--- config.mk ---
export PLATFORM = sky130hd
export DESIGN_NAME = csr_trap_unit
export DESIGN_NICKNAME = d
export VERILOG_FILES = /design/src/rtl/csr_trap_unit.sv
export SDC_FILE = /design/constraint.sdc
export NUM_CORES = 1
export LEC_CHECK = 0
export BUFFER_PORTS_ARGS = -buffer_cell sky130_fd_sc_hd__buf_4
export CAP_MARGIN = 0
export CORE_UTILIZATION = 36
export CTS_CLUSTER_DIAMETER = 50
export DETAILED_ROUTE_END_ITERATION = 10
export GPL_ROUTABILITY_DRIVEN = 0
export SLEW_MARGIN = 0
export SYNTH_ARGS = -nofsm -noshare
export SYNTH_HDL_FRONTEND = slang
export SYNTH_SLANG_ARGS = --single-unit
--- constraint.sdc ---
create_clock -name i_clk -period 7.75 [get_ports i_clk]
set_clock_uncertainty 0.1 [all_clocks]
set_input_delay 1.1625 -clock i_clk [delete_from_list [all_inputs] [get_ports i_clk]]
set_output_delay 1.1625 -clock i_clk [all_outputs]
set_load 0.02 [all_outputs]
--- src/rtl/csr_trap_unit.sv ---
// Machine-mode CSR file and trap unit: csrrw/csrrs/csrrc read-modify-write,
// illegal-access detection, trap/mret mstatus stacking, 64-bit counters and
// vectored interrupt redirect for the NPC core PC-redirect path.
module csr_trap_unit #(
   parameter int unsigned      XLEN          = 32,
   parameter logic [31:0]      MVENDORID_VAL = 32'h79737978,
   parameter logic [31:0]      MARCHID_VAL   = 32'h00bc614e,
   parameter logic [XLEN-1:0]  MTVEC_RESET   = '0
) (
   input  logic             i_clk,
   input  logic             i_rst_n,
   input  logic [1:0]       i_csr_op,
   input  logic [11:0]      i_csr_addr,
   input  logic [XLEN-1:0]  i_csr_wsrc,
   output logic [XLEN-1:0]  o_csr_rdata,
   output logic             o_csr_illegal,
   input  logic             i_retire,
   input  logic             i_trap,
   input  logic [XLEN-1:0]  i_trap_cause,
   input  logic [XLEN-1:0]  i_trap_pc,
   input  logic [XLEN-1:0]  i_trap_tval,
   input  logic             i_mret,
   input  logic             i_irq_sw,
   input  logic             i_irq_timer,
   input  logic             i_irq_ext,
   output logic             o_irq_pending,
   output logic [XLEN-1:0]  o_irq_cause,
   output logic             o_redirect,
   output logic [XLEN-1:0]  o_redirect_pc
);

   typedef enum logic [1:0] {
      CSR_NONE = 2'b00,
      CSR_RW   = 2'b01,
      CSR_RS   = 2'b10,
      CSR_RC   = 2'b11
   } csr_op_e;

   localparam logic [11:0] ADDR_MSTATUS   = 12'h300;
   localparam logic [11:0] ADDR_MIE       = 12'h304;
   localparam logic [11:0] ADDR_MTVEC     = 12'h305;
   localparam logic [11:0] ADDR_MSCRATCH  = 12'h340;
   localparam logic [11:0] ADDR_MEPC      = 12'h341;
   localparam logic [11:0] ADDR_MCAUSE    = 12'h342;
   localparam logic [11:0] ADDR_MTVAL     = 12'h343;
   localparam logic [11:0] ADDR_MIP       = 12'h344;
   localparam logic [11:0] ADDR_MCYCLE    = 12'hB00;
   localparam logic [11:0] ADDR_MINSTRET  = 12'hB02;
   localparam logic [11:0] ADDR_MCYCLEH   = 12'hB80;
   localparam logic [11:0] ADDR_MINSTRETH = 12'hB82;
   localparam logic [11:0] ADDR_MVENDORID = 12'hF11;
   localparam logic [11:0] ADDR_MARCHID   = 12'hF12;

   localparam bit              IS32       = (XLEN == 32);
   localparam logic [XLEN-1:0] MIE_MASK   = XLEN'(12'h888);
   localparam logic [XLEN-1:0] MTVEC_MASK = ~XLEN'(2);

   // architectural state
   logic             mstatus_mie_q;
   logic             mstatus_mpie_q;
   logic [XLEN-1:0]  mie_q;
   logic [XLEN-1:0]  mtvec_q;
   logic [XLEN-1:0]  mscratch_q;
   logic [XLEN-1:0]  mepc_q;
   logic [XLEN-1:0]  mcause_q;
   logic [XLEN-1:0]  mtval_q;
   logic [63:0]      mcycle_q;
   logic [63:0]      minstret_q;

   // combinational helpers
   csr_op_e          op;
   logic [XLEN-1:0]  mip;
   logic [XLEN-1:0]  mstatus_rd;
   logic [XLEN-1:0]  csr_old;
   logic             csr_valid;
   logic             wr_req;
   logic             wr_en;
   logic [XLEN-1:0]  wval;
   logic [63:0]      wval64;
   logic [63:0]      mcycle_nxt;
   logic [63:0]      minstret_nxt;
   logic [XLEN-1:0]  irq_hits;
   logic [XLEN-1:0]  trap_base;
   logic [XLEN-1:0]  trap_tgt;

   assign op         = csr_op_e'(i_csr_op);
   assign mstatus_rd = XLEN'({2'b11, 3'b000, mstatus_mpie_q, 3'b000, mstatus_mie_q, 3'b000});

   // interrupt lines map straight onto mip; no register in between
   always_comb begin
      // NOTE: every variable written in always_comb gets a default first, so no path can infer a latch.
      mip     = '0;
      mip[3]  = i_irq_sw;
      mip[7]  = i_irq_timer;
      mip[11] = i_irq_ext;
   end

   // address decode and current-value read mux
   always_comb begin
      csr_valid = 1'b1;
      csr_old   = '0;
      unique case (i_csr_addr)
         ADDR_MSTATUS:   csr_old = mstatus_rd;
         ADDR_MIE:       csr_old = mie_q;
         ADDR_MTVEC:     csr_old = mtvec_q;
         ADDR_MSCRATCH:  csr_old = mscratch_q;
         ADDR_MEPC:      csr_old = mepc_q;
         ADDR_MCAUSE:    csr_old = mcause_q;
         ADDR_MTVAL:     csr_old = mtval_q;
         ADDR_MIP:       csr_old = mip;
         ADDR_MCYCLE:    csr_old = mcycle_q[XLEN-1:0];
         ADDR_MINSTRET:  csr_old = minstret_q[XLEN-1:0];
         ADDR_MCYCLEH: begin
            if (IS32) csr_old = XLEN'(mcycle_q[63:32]);
            else      csr_valid = 1'b0;
         end
         ADDR_MINSTRETH: begin
            if (IS32) csr_old = XLEN'(minstret_q[63:32]);
            else      csr_valid = 1'b0;
         end
         ADDR_MVENDORID: csr_old = XLEN'(MVENDORID_VAL);
         ADDR_MARCHID:   csr_old = XLEN'(MARCHID_VAL);
         default:        csr_valid = 1'b0;
      endcase
   end

   // read-modify-write value, legality and the final write enable
   always_comb begin
      wr_req = (op == CSR_RW) || (((op == CSR_RS) || (op == CSR_RC)) && (i_csr_wsrc != '0));
      o_csr_illegal = (op != CSR_NONE) &&
                      (!csr_valid || (wr_req && (i_csr_addr[11:10] == 2'b11)));
      o_csr_rdata = ((op != CSR_NONE) && !o_csr_illegal) ? csr_old : '0;
      // trap and mret own this cycle's state update
      wr_en = wr_req && !o_csr_illegal && !i_trap && !i_mret;
      unique case (op)
         CSR_RS:  wval = csr_old | i_csr_wsrc;
         CSR_RC:  wval = csr_old & ~i_csr_wsrc;
         default: wval = i_csr_wsrc;
      endcase
      wval64 = 64'(wval);
   end

   // counter next values; a write replaces its half, the other half keeps counting
   always_comb begin
      mcycle_nxt   = mcycle_q + 64'd1;
      minstret_nxt = (i_retire && !i_trap) ? minstret_q + 64'd1 : minstret_q;
      if (wr_en) begin
         unique case (i_csr_addr)
            ADDR_MCYCLE:    mcycle_nxt   = IS32 ? {mcycle_nxt[63:32], wval64[31:0]} : wval64;
            ADDR_MCYCLEH:   mcycle_nxt   = {wval64[31:0], mcycle_nxt[31:0]};
            ADDR_MINSTRET:  minstret_nxt = IS32 ? {minstret_nxt[63:32], wval64[31:0]} : wval64;
            ADDR_MINSTRETH: minstret_nxt = {wval64[31:0], minstret_nxt[31:0]};
            default: ;
         endcase
      end
   end

   // interrupt arbitration and redirect target; trap outranks mret
   always_comb begin
      irq_hits      = mip & mie_q;
      o_irq_pending = mstatus_mie_q && (irq_hits != '0);
      o_irq_cause   = '0;
      if (o_irq_pending) begin
         o_irq_cause[XLEN-1] = 1'b1;
         if (irq_hits[11])     o_irq_cause[3:0] = 4'd11;
         else if (irq_hits[7]) o_irq_cause[3:0] = 4'd7;
         else                  o_irq_cause[3:0] = 4'd3;
      end
      trap_base = {mtvec_q[XLEN-1:2], 2'b00};
      trap_tgt  = trap_base;
      if (mtvec_q[0] && i_trap_cause[XLEN-1])
         trap_tgt = trap_base + {i_trap_cause[XLEN-3:0], 2'b00};
      o_redirect    = i_trap || i_mret;
      o_redirect_pc = i_trap ? trap_tgt : (i_mret ? mepc_q : '0);
   end

   // state update: reset, then trap > mret > CSR write; counters always advance
   always_ff @(posedge i_clk) begin
      if (!i_rst_n) begin
         mstatus_mie_q  <= 1'b0;
         mstatus_mpie_q <= 1'b0;
         mie_q          <= '0;
         mtvec_q        <= MTVEC_RESET & MTVEC_MASK;
         mscratch_q     <= '0;
         mepc_q         <= '0;
         mcause_q       <= '0;
         mtval_q        <= '0;
         mcycle_q       <= '0;
         minstret_q     <= '0;
      end else begin
         // NOTE: sequential state uses non-blocking assignments so every register samples pre-edge values.
         mcycle_q   <= mcycle_nxt;
         minstret_q <= minstret_nxt;
         if (i_trap) begin
            mepc_q         <= {i_trap_pc[XLEN-1:2], 2'b00};
            mcause_q       <= i_trap_cause;
            mtval_q        <= i_trap_tval;
            mstatus_mpie_q <= mstatus_mie_q;
            mstatus_mie_q  <= 1'b0;
         end else if (i_mret) begin
            mstatus_mie_q  <= mstatus_mpie_q;
            mstatus_mpie_q <= 1'b1;
         end else if (wr_en) begin
            unique case (i_csr_addr)
               ADDR_MSTATUS: begin
                  mstatus_mie_q  <= wval[3];
                  mstatus_mpie_q <= wval[7];
               end
               ADDR_MIE:      mie_q      <= wval & MIE_MASK;
               ADDR_MTVEC:    mtvec_q    <= wval & MTVEC_MASK;
               ADDR_MSCRATCH: mscratch_q <= wval;
               ADDR_MEPC:     mepc_q     <= {wval[XLEN-1:2], 2'b00};
               ADDR_MCAUSE:   mcause_q   <= wval;
               ADDR_MTVAL:    mtval_q    <= wval;
               default: ;
            endcase
         end
      end
   end

endmodule

==> results of run 1 <==
==> tightest hold or removal path, stage by stage (launching register included) <==
cell                       delay (ns)
sky130_fd_sc_hd__dfxtp_1         0.31
sky130_fd_sc_hd__nand2_1         0.05
sky130_fd_sc_hd__a21boi_0        0.06
==> worst paths after layout <==
kind                            endpoint  depth (start not counted)
min          mscratch_q[29]$_SDFFE_PN0P_                          2
max reg2reg      mcycle_q[49]$_SDFF_PN0_                          9
max                      o_csr_rdata[27]                         10
min reg2reg  mscratch_q[29]$_SDFFE_PN0P_                          2
==> flip-flops by register name, summed over array words and instances (netlist names) <==
name	flops
mie_q	3
minstret_q	64
mscratch_q	32
mcycle_q	64
mcause_q	32
mepc_q	30
mstatus_mie_q	1
mtval_q	32
mtvec_q	31
mstatus_mpie_q	1
==> where the power goes <==
part / switching [mW] / leakage (nW) / internal (mW)
Sequential: 0.0340 / 2.36 / 1.52
Combinational: 0.248 / 6.97 / 0.134
Clock: 0.710 / 0.615 / 1.07
==> metal layers <==
metal / global-route usage (%) / routed length, µm / vias to the layer above
met5: 0 / 16 / -
met4: 13.3 / 3810 / 2
met3: 5.45 / 8220 / 211
met2: 44.1 / 35500 / 1192
met1: 39.1 / 34100 / 9654
li1: - / - / 9062
==> through the flow <==
step / hold WS, ns / setup WS [ns] / std cells / total power, mW / util (%)
finish: 0.365 / 1.59 / 3294 / 3.72 / 42.5
global route: 0.386 / 1.58 / 3292 / 3.80 / 42.5
CTS: 0.366 / 1.86 / 3292 / 3.71 / 42.5
floorplan: 0.340 / 2.82 / 2502 / 1.78 / -
global placement: 0.350 / 1.85 / 3226 / 1.95 / 40.2
detailed placement: 0.359 / 1.87 / 3226 / 1.95 / 40.2
==> layout make-up <==
| type | count | area share, % |
|---|---|---|
| Antenna cell | 2 | 0.0222 |
| Clock buffer | 51 | 4.74 |
| Clock inverter | 15 | 0.794 |
| Inverter | 23 | 0.383 |
| Multi-Input combinational cell | 1971 | 56.0 |
| Sequential cell | 290 | 25.8 |
| Tap cell | 688 | 3.82 |
| Timing Repair Buffer | 254 | 8.50 |
==> cell families (layout without fill, tap and decap cells) <==
family | after synthesis | after routing
AND/OR/NAND/NOR | 1075 | 1075
AO/OA/AOI/OAI | 626 | 626
flip-flops | 290 | 290
buffers and inverters | 241 | 343
XOR/XNOR | 132 | 132
multiplexers | 77 | 77
adder cells (fa/ha/maj) | 32 | 32
other | 1 | 31
==> placed cells by master, fill, tap and decap left out, types with 77 or more instances in the layout <==
cell type / synthesis / final
sky130_fd_sc_hd__and2_1: 78 / 78
sky130_fd_sc_hd__o21ai_0: 141 / 141
sky130_fd_sc_hd__nand3_1: 80 / 79
sky130_fd_sc_hd__buf_4: 45 / 252
sky130_fd_sc_hd__and3_1: 99 / 97
sky130_fd_sc_hd__o211a_1: 100 / 100
sky130_fd_sc_hd__nor2_1: 124 / 123
sky130_fd_sc_hd__a22oi_1: 77 / 77
sky130_fd_sc_hd__dfxtp_1: 290 / 290
sky130_fd_sc_hd__nand2_1: 477 / 477
==> flow_results.xml, run 1 <==
<?xml version="1.0" encoding="UTF-8"?>
<metrics>
  <group name="status">
    <metric name="outcome" unit="">finished, final reports clean</metric>
  </group>
  <group name="critical_path">
    <metric name="worst_path_most_repeated_cell" unit="">sky130_fd_sc_hd__buf_4</metric>
    <metric name="slowest_delay" unit="ns">0.74</metric>
    <metric name="worst-endpoint-required" unit="ns">6.49</metric>
    <metric name="critical_path.endpoint_type" unit="">primary output</metric>
    <metric name="critical-path-slowest-cell" unit="">sky130_fd_sc_hd__nand2_1</metric>
    <metric name="cp_num_buf_inv" unit="">3</metric>
    <metric name="crit_start" unit="">i_csr_addr[5]</metric>
    <metric name="arrival" unit="ns">4.89</metric>
    <metric name="critical_path_class" unit="">in2out</metric>
    <metric name="crit-reg2reg-launch" unit="">mcycle_q[0]$_SDFF_PN0_</metric>
    <metric name="crit_path_cell_trace" unit="">buf_4 &gt; nor4b_4 &gt; nand3_1 &gt; o2111a_1 &gt; nand2_2 &gt; o21a_1 &gt; nand2_1 &gt; buf_4 &gt; nor2_1 &gt; buf_4</metric>
    <metric name="cp_top_family" unit="">simple AND/OR/NAND/NOR gates</metric>
    <metric name="worst-path-max-fanout" unit="">20</metric>
    <metric name="worstSetupStartpointType" unit="">input pin</metric>
    <metric name="ff2ff_setup_slack" unit="ns">4.24</metric>
  </group>
  <group name="clock_tree">
    <metric name="clk_path_buf_depth" unit="">3</metric>
    <metric name="clock_tree_from_tritoncts" unit="">done</metric>
    <metric name="worst_skew_pair.late_latency" unit="ns">0.55</metric>
    <metric name="ctsResizeCount" unit="">0</metric>
    <metric name="cts_buffers" unit="">36</metric>
    <metric name="clock_sink_count" unit="">290</metric>
    <metric name="cts_htree_levels" unit="">2</metric>
    <metric name="clk_root_buffer_cell" unit="">sky130_fd_sc_hd__clkbuf_16</metric>
    <metric name="post-cts-setup-buffer-count" unit="">0</metric>
    <metric name="path_clk_slew" unit="ns">0.05</metric>
    <metric name="hold_buffers" unit="">0</metric>
  </group>
  <group name="pwr">
    <metric name="leakage" unit="nW">9.94</metric>
    <metric name="worst_ir_drop_vdd" unit="mV">0.123</metric>
    <metric name="powerDensity" unit="mW/mm²">165</metric>
  </group>
  <group name="grt">
    <metric name="first_global_vias" unit="">18529</metric>
    <metric name="wire_length_of_the_first_global_routing_pass" unit="µm">119000</metric>
    <metric name="antenna_found_initial" unit="">3</metric>
    <metric name="grt_start_max_net_pins" unit="">137</metric>
    <metric name="grt_util_all_layers" unit="%">28.9</metric>
    <metric name="overflow" unit="">0</metric>
  </group>
  <group name="timing">
    <metric name="finalHoldViolations" unit="">0</metric>
    <metric name="rsz_0062_raised_after_global_routing" unit="">false</metric>
    <metric name="tns" unit="ns">0</metric>
    <metric name="report.final.setup_viol" unit="">0</metric>
    <metric name="min_period_over_period" unit="%">79.4</metric>
    <metric name="finalMaxSlewViolations" unit="">0</metric>
    <metric name="slew_headroom" unit="%">12.7</metric>
    <metric name="final.min_clock_period" unit="ns">6.16</metric>
    <metric name="tightest_slew" unit="ns">1.30</metric>
    <metric name="fmax" unit="MHz">162</metric>
  </group>
  <group name="synth">
    <metric name="synth.yosys.warnings" unit="">0</metric>
    <metric name="synth-simple-area-share" unit="%">27.5</metric>
    <metric name="ys_dominant_reg_cell" unit="">sky130_fd_sc_hd__dfxtp_1</metric>
    <metric name="synth_area" unit="mm²">0.0195</metric>
    <metric name="synth.mux.area_fraction" unit="%">3.97</metric>
    <metric name="postSynthAreaPerCell" unit="µm²">7.87</metric>
    <metric name="synth_top_area_share" unit="%">29.8</metric>
    <metric name="post_synth_most_frequent_cells" unit="">sky130_fd_sc_hd__nand2_1, sky130_fd_sc_hd__dfxtp_1, sky130_fd_sc_hd__o21ai_0</metric>
    <metric name="synth_top_family_by_area" unit="">simple AND/OR/NAND/NOR gates</metric>
    <metric name="synth.area.top_cells" unit="">sky130_fd_sc_hd__dfxtp_1, sky130_fd_sc_hd__nand2_1, sky130_fd_sc_hd__o211a_1</metric>
    <metric name="synth_fa_ha_area_share" unit="%">2.09</metric>
    <metric name="postSynth.asyncResetShare" unit="%">0</metric>
    <metric name="synth_seq_area_share" unit="%">29.8</metric>
    <metric name="synthDistinctLibCells" unit="">84</metric>
    <metric name="post-synth-top-area-cell" unit="">sky130_fd_sc_hd__dfxtp_1</metric>
    <metric name="syn-instance-count" unit="">2474</metric>
    <metric name="yosysMostFrequentCell" unit="">sky130_fd_sc_hd__nand2_1</metric>
    <metric name="yosys.area_share.xor_xnor" unit="%">5.94</metric>
    <metric name="synth-compound-area-share" unit="%">24.5</metric>
    <metric name="yosys_register_bits" unit="">290</metric>
    <metric name="synth_edf_count" unit="">0</metric>
  </group>
  <group name="floorplanning">
    <metric name="initial_core_util" unit="%">36.8</metric>
    <metric name="core_area" unit="mm²">0.0530</metric>
    <metric name="dieHeight" unit="µm">235</metric>
    <metric name="io_pins" unit="">249</metric>
    <metric name="die_area" unit="mm²">0.0550</metric>
    <metric name="die_w" unit="µm">235</metric>
    <metric name="num_rows" unit="">84</metric>
  </group>
  <group name="detailed_routing">
    <metric name="antenna_left" unit="">0</metric>
    <metric name="drt_first_pass_iters" unit="">6</metric>
    <metric name="initialDrtViolationCount" unit="">2702</metric>
    <metric name="postRouteWirelength" unit="µm">81700</metric>
    <metric name="route.detailed.drc" unit="">0</metric>
    <metric name="via_per_inst" unit="">6.11</metric>
    <metric name="wl_per_cell" unit="µm">24.8</metric>
    <metric name="total_via_count_in_the_routed_design" unit="">20121</metric>
  </group>
  <group name="min_path">
    <metric name="hold_start" unit="">mscratch_q[29]$_SDFFE_PN0P_</metric>
    <metric name="kind_of_path_behind_the_tightest_hold_check" unit="">reg2reg</metric>
  </group>
  <group name="place">
    <metric name="dpl-instance-area" unit="mm²">0.0213</metric>
    <metric name="numPortBuffers" unit="">217</metric>
    <metric name="dpl.hpwl" unit="µm">59900</metric>
  </group>
  <group name="layout">
    <metric name="flow.area_growth_from_synthesis" unit="%">15.7</metric>
    <metric name="seq_area" unit="mm²">0.00581</metric>
    <metric name="fillCellCount" unit="">5390</metric>
    <metric name="multi_input_area" unit="mm²">0.0126</metric>
    <metric name="final_area" unit="mm²">0.0225</metric>
    <metric name="layout.nets" unit="">2758</metric>
    <metric name="post_route_cells_drive_above_1_share" unit="%">14.1</metric>
  </group>
  <group name="run">
    <metric name="cap_violations" unit="">0</metric>
  </group>
</metrics>
Power figures use the tool's default switching activity.
==> run 2, diff against run 1 <==
- clock period: 7.75 -> 5.2 ns (I/O delays scaled with it)
==> run 2 against run 1 <==
Worst hold slack worse by 0.0011 ns. Core utilization increased by 0.42 points. Clock-buffer cell count shrank 7. Total power is 47% higher. Critical endpoint is now o_redirect_pc[20]. Sequential share of layout area fell by 0.25 points.
==> flow_results.xml, run 2 (synthesis gave the netlist of run 1 again) <==
<?xml version="1.0" encoding="UTF-8"?>
<metrics>
  <group name="timing">
    <metric name="tns" unit="ns">0</metric>
    <metric name="report.final.setup_viol" unit="">0</metric>
    <metric name="tightest_slew" unit="ns">1.23</metric>
    <metric name="final_critical_path_setup_slack" unit="ns">0.302</metric>
    <metric name="final.min_clock_period" unit="ns">4.90</metric>
    <metric name="finalHoldViolations" unit="">0</metric>
    <metric name="finalMaxSlewViolations" unit="">0</metric>
    <metric name="min_period_over_period" unit="%">94.2</metric>
    <metric name="rsz_0062_raised_after_global_routing" unit="">false</metric>
    <metric name="slew_headroom" unit="%">16.1</metric>
    <metric name="fmax" unit="MHz">204</metric>
  </group>
  <group name="min_path">
    <metric name="holdPathEnd" unit="">mscratch_q[0]$_SDFFE_PN0P_</metric>
    <metric name="min_path_cells" unit="">2</metric>
    <metric name="kind_of_path_behind_the_tightest_hold_check" unit="">reg2reg</metric>
    <metric name="hold_start" unit="">mscratch_q[0]$_SDFFE_PN0P_</metric>
  </group>
  <group name="clock_tree">
    <metric name="clk_root_buffer_cell" unit="">sky130_fd_sc_hd__clkbuf_16</metric>
    <metric name="clock_tree_from_tritoncts" unit="">done</metric>
    <metric name="cts_buffers" unit="">37</metric>
    <metric name="cts_htree_levels" unit="">2</metric>
    <metric name="hold_buffers" unit="">0</metric>
    <metric name="ctsResizeCount" unit="">0</metric>
    <metric name="clock_sink_count" unit="">290</metric>
    <metric name="clk_path_buf_depth" unit="">3</metric>
    <metric name="post-cts-setup-buffer-count" unit="">0</metric>
    <metric name="worst_skew_pair.late_latency" unit="ns">0.55</metric>
    <metric name="path_clk_slew" unit="ns">0.06</metric>
  </group>
  <group name="grt">
    <metric name="overflow" unit="">0</metric>
    <metric name="first_global_vias" unit="">18349</metric>
    <metric name="wire_length_of_the_first_global_routing_pass" unit="µm">120000</metric>
    <metric name="antenna_found_initial" unit="">0</metric>
    <metric name="grt_start_max_net_pins" unit="">161</metric>
    <metric name="grt_util_all_layers" unit="%">29.0</metric>
  </group>
  <group name="detailed_routing">
    <metric name="route.detailed.drc" unit="">0</metric>
    <metric name="wl_per_cell" unit="µm">24.6</metric>
    <metric name="via_per_inst" unit="">6.10</metric>
    <metric name="initialDrtViolationCount" unit="">2601</metric>
    <metric name="total_via_count_in_the_routed_design" unit="">20269</metric>
    <metric name="antenna_left" unit="">0</metric>
    <metric name="drt_first_pass_iters" unit="">7</metric>
    <metric name="postRouteWirelength" unit="µm">81800</metric>
  </group>
  <group name="layout">
    <metric name="stdcell_count" unit="">3324</metric>
    <metric name="layout.nets" unit="">2790</metric>
    <metric name="antenna_cells" unit="">0</metric>
    <metric name="multi_input_area" unit="mm²">0.0126</metric>
    <metric name="reg_top3" unit="">mcycle_q: 64 flops, minstret_q: 64 flops</metric>
    <metric name="seq_area" unit="mm²">0.00581</metric>
    <metric name="post_route_cells_drive_above_1_share" unit="%">15.0</metric>
    <metric name="flow.area_growth_from_synthesis" unit="%">16.8</metric>
    <metric name="fillCellCount" unit="">5314</metric>
    <metric name="most-common-layout-cells" unit="">sky130_fd_sc_hd__nand2_1, sky130_fd_sc_hd__dfxtp_1, sky130_fd_sc_hd__buf_4, sky130_fd_sc_hd__o21ai_0, sky130_fd_sc_hd__nor2_1</metric>
    <metric name="final_common_cell" unit="">sky130_fd_sc_hd__nand2_1</metric>
  </group>
  <group name="floorplanning">
    <metric name="io_pins" unit="">249</metric>
    <metric name="num_rows" unit="">84</metric>
    <metric name="dieHeight" unit="µm">235</metric>
    <metric name="core_area" unit="mm²">0.0530</metric>
    <metric name="die_area" unit="mm²">0.0550</metric>
    <metric name="initial_core_util" unit="%">36.8</metric>
    <metric name="die_w" unit="µm">235</metric>
  </group>
  <group name="critical_path">
    <metric name="r2r.worst_path.cells" unit="">9</metric>
    <metric name="worst-path-max-fanout" unit="">5</metric>
    <metric name="worstSetupStartpointType" unit="">flop</metric>
    <metric name="worst-endpoint-required" unit="ns">4.32</metric>
    <metric name="crit-reg2reg-launch" unit="">mcycle_q[2]$_SDFF_PN0_</metric>
    <metric name="critical_path.endpoint_type" unit="">primary output</metric>
    <metric name="critical_path_class" unit="">reg2out</metric>
    <metric name="worst_r2r_endpoint" unit="">mcycle_q[49]$_SDFF_PN0_</metric>
    <metric name="arrival" unit="ns">4.02</metric>
    <metric name="ff2ff_setup_slack" unit="ns">1.77</metric>
  </group>
  <group name="pwr">
    <metric name="power_consumption" unit="mW">5.48</metric>
    <metric name="leakage" unit="nW">10.1</metric>
    <metric name="worst_ir_drop_vdd" unit="mV">0.189</metric>
    <metric name="powerDensity" unit="mW/mm²">241</metric>
  </group>
  <group name="place">
    <metric name="placedCellCount" unit="">3257</metric>
    <metric name="detailedPlace.worstSlack" unit="ns">0.470</metric>
    <metric name="numPortBuffers" unit="">217</metric>
    <metric name="dpl.hpwl" unit="µm">60600</metric>
  </group>
  <group name="run">
    <metric name="cap_violations" unit="">0</metric>
  </group>
  <group name="status">
    <metric name="outcome" unit="">finished, final reports clean</metric>
  </group>
</metrics>
run 2: cell count changes in the layout (fill, tap and decap cells not counted), sizes merged:
cell      previous run  this run
inv                 25        28
clkbuf              51        44
buf                254       285
diode                2         0
clkinv               9        11
clkinvlp             1         4
run 2: layout make-up:
| class | count | share of cell area [%] |
|---|---|---|
| multi-input combinational | 1971 | 55.4 |
| clock buffer | 44 | 4.19 |
| timing repair buffer | 285 | 9.66 |
| tap | 688 | 3.78 |
| clock inverter | 23 | 1.06 |
| sequential | 290 | 25.5 |
| inverter | 23 | 0.380 |
run 2: worst max-delay path by stage:
| stage | end | startpoint | cells past startpoint | slack [ns] |
|---|---|---|---|---|
| finish | o_redirect_pc[20] | mtvec_q[2]$_SDFFE_PN0P_ | 14 | 0.30 |
| global route | o_redirect_pc[31] | mtvec_q[10]$_SDFFE_PN0P_ | 12 | 0.17 |
| CTS | o_redirect_pc[20] | mtvec_q[2]$_SDFFE_PN0P_ | 14 | 0.40 |
| detailed placement | o_redirect_pc[23] | i_trap_cause[2] | 13 | 0.47 |
| global placement | o_redirect_pc[31] | i_trap_cause[8] | 13 | 0.49 |
| floorplan | o_redirect_pc[20] | i_trap_cause[0] | 12 | 1.03 |
run 2: metal layers:
layer	wire, µm	GRT usage, %	share of wire, %
met1	33600	39.7	41
met2	35700	44.4	44
met3	8990	5.39	11
met4	3600	12.0	4.4
met5	0	0	0
run 2: power by group:
part	switching, mW	internal (mW)	leakage, nW
registers	0.0496	2.27	2.36
clock network	1.10	1.49	0.575
logic	0.375	0.205	7.14
total	1.52	3.96	10.1
run 2: worst max-delay path, stage by stage, from the launching register on:
cell and delay (ns):
sky130_fd_sc_hd__dfxtp_1 0.41, sky130_fd_sc_hd__ha_1 0.22, sky130_fd_sc_hd__inv_1 0.07, sky130_fd_sc_hd__fa_1 0.41
sky130_fd_sc_hd__nor2b_1 0.17, sky130_fd_sc_hd__o31a_1 0.23, sky130_fd_sc_hd__o211ai_1 0.21, sky130_fd_sc_hd__a31oi_1 0.58
sky130_fd_sc_hd__a21oi_1 0.14, sky130_fd_sc_hd__o21ai_0 0.21, sky130_fd_sc_hd__buf_4 0.18, sky130_fd_sc_hd__nor2_1 0.04
sky130_fd_sc_hd__o31a_1 0.24, sky130_fd_sc_hd__o21ai_0 0.19, sky130_fd_sc_hd__buf_4 0.18
run 2: per-stage QoR:
stage          hold WS (ns)  instance area, µm²  util [%]
2_1_floorplan         0.340               19600         -
3_3_place_gp          0.347               21600      40.7
3_5_place_dp          0.355               21600      40.7
4_1_cts               0.363               22700      42.9
5_1_grt               0.384               22700      42.9
6_report              0.364               22700      42.9
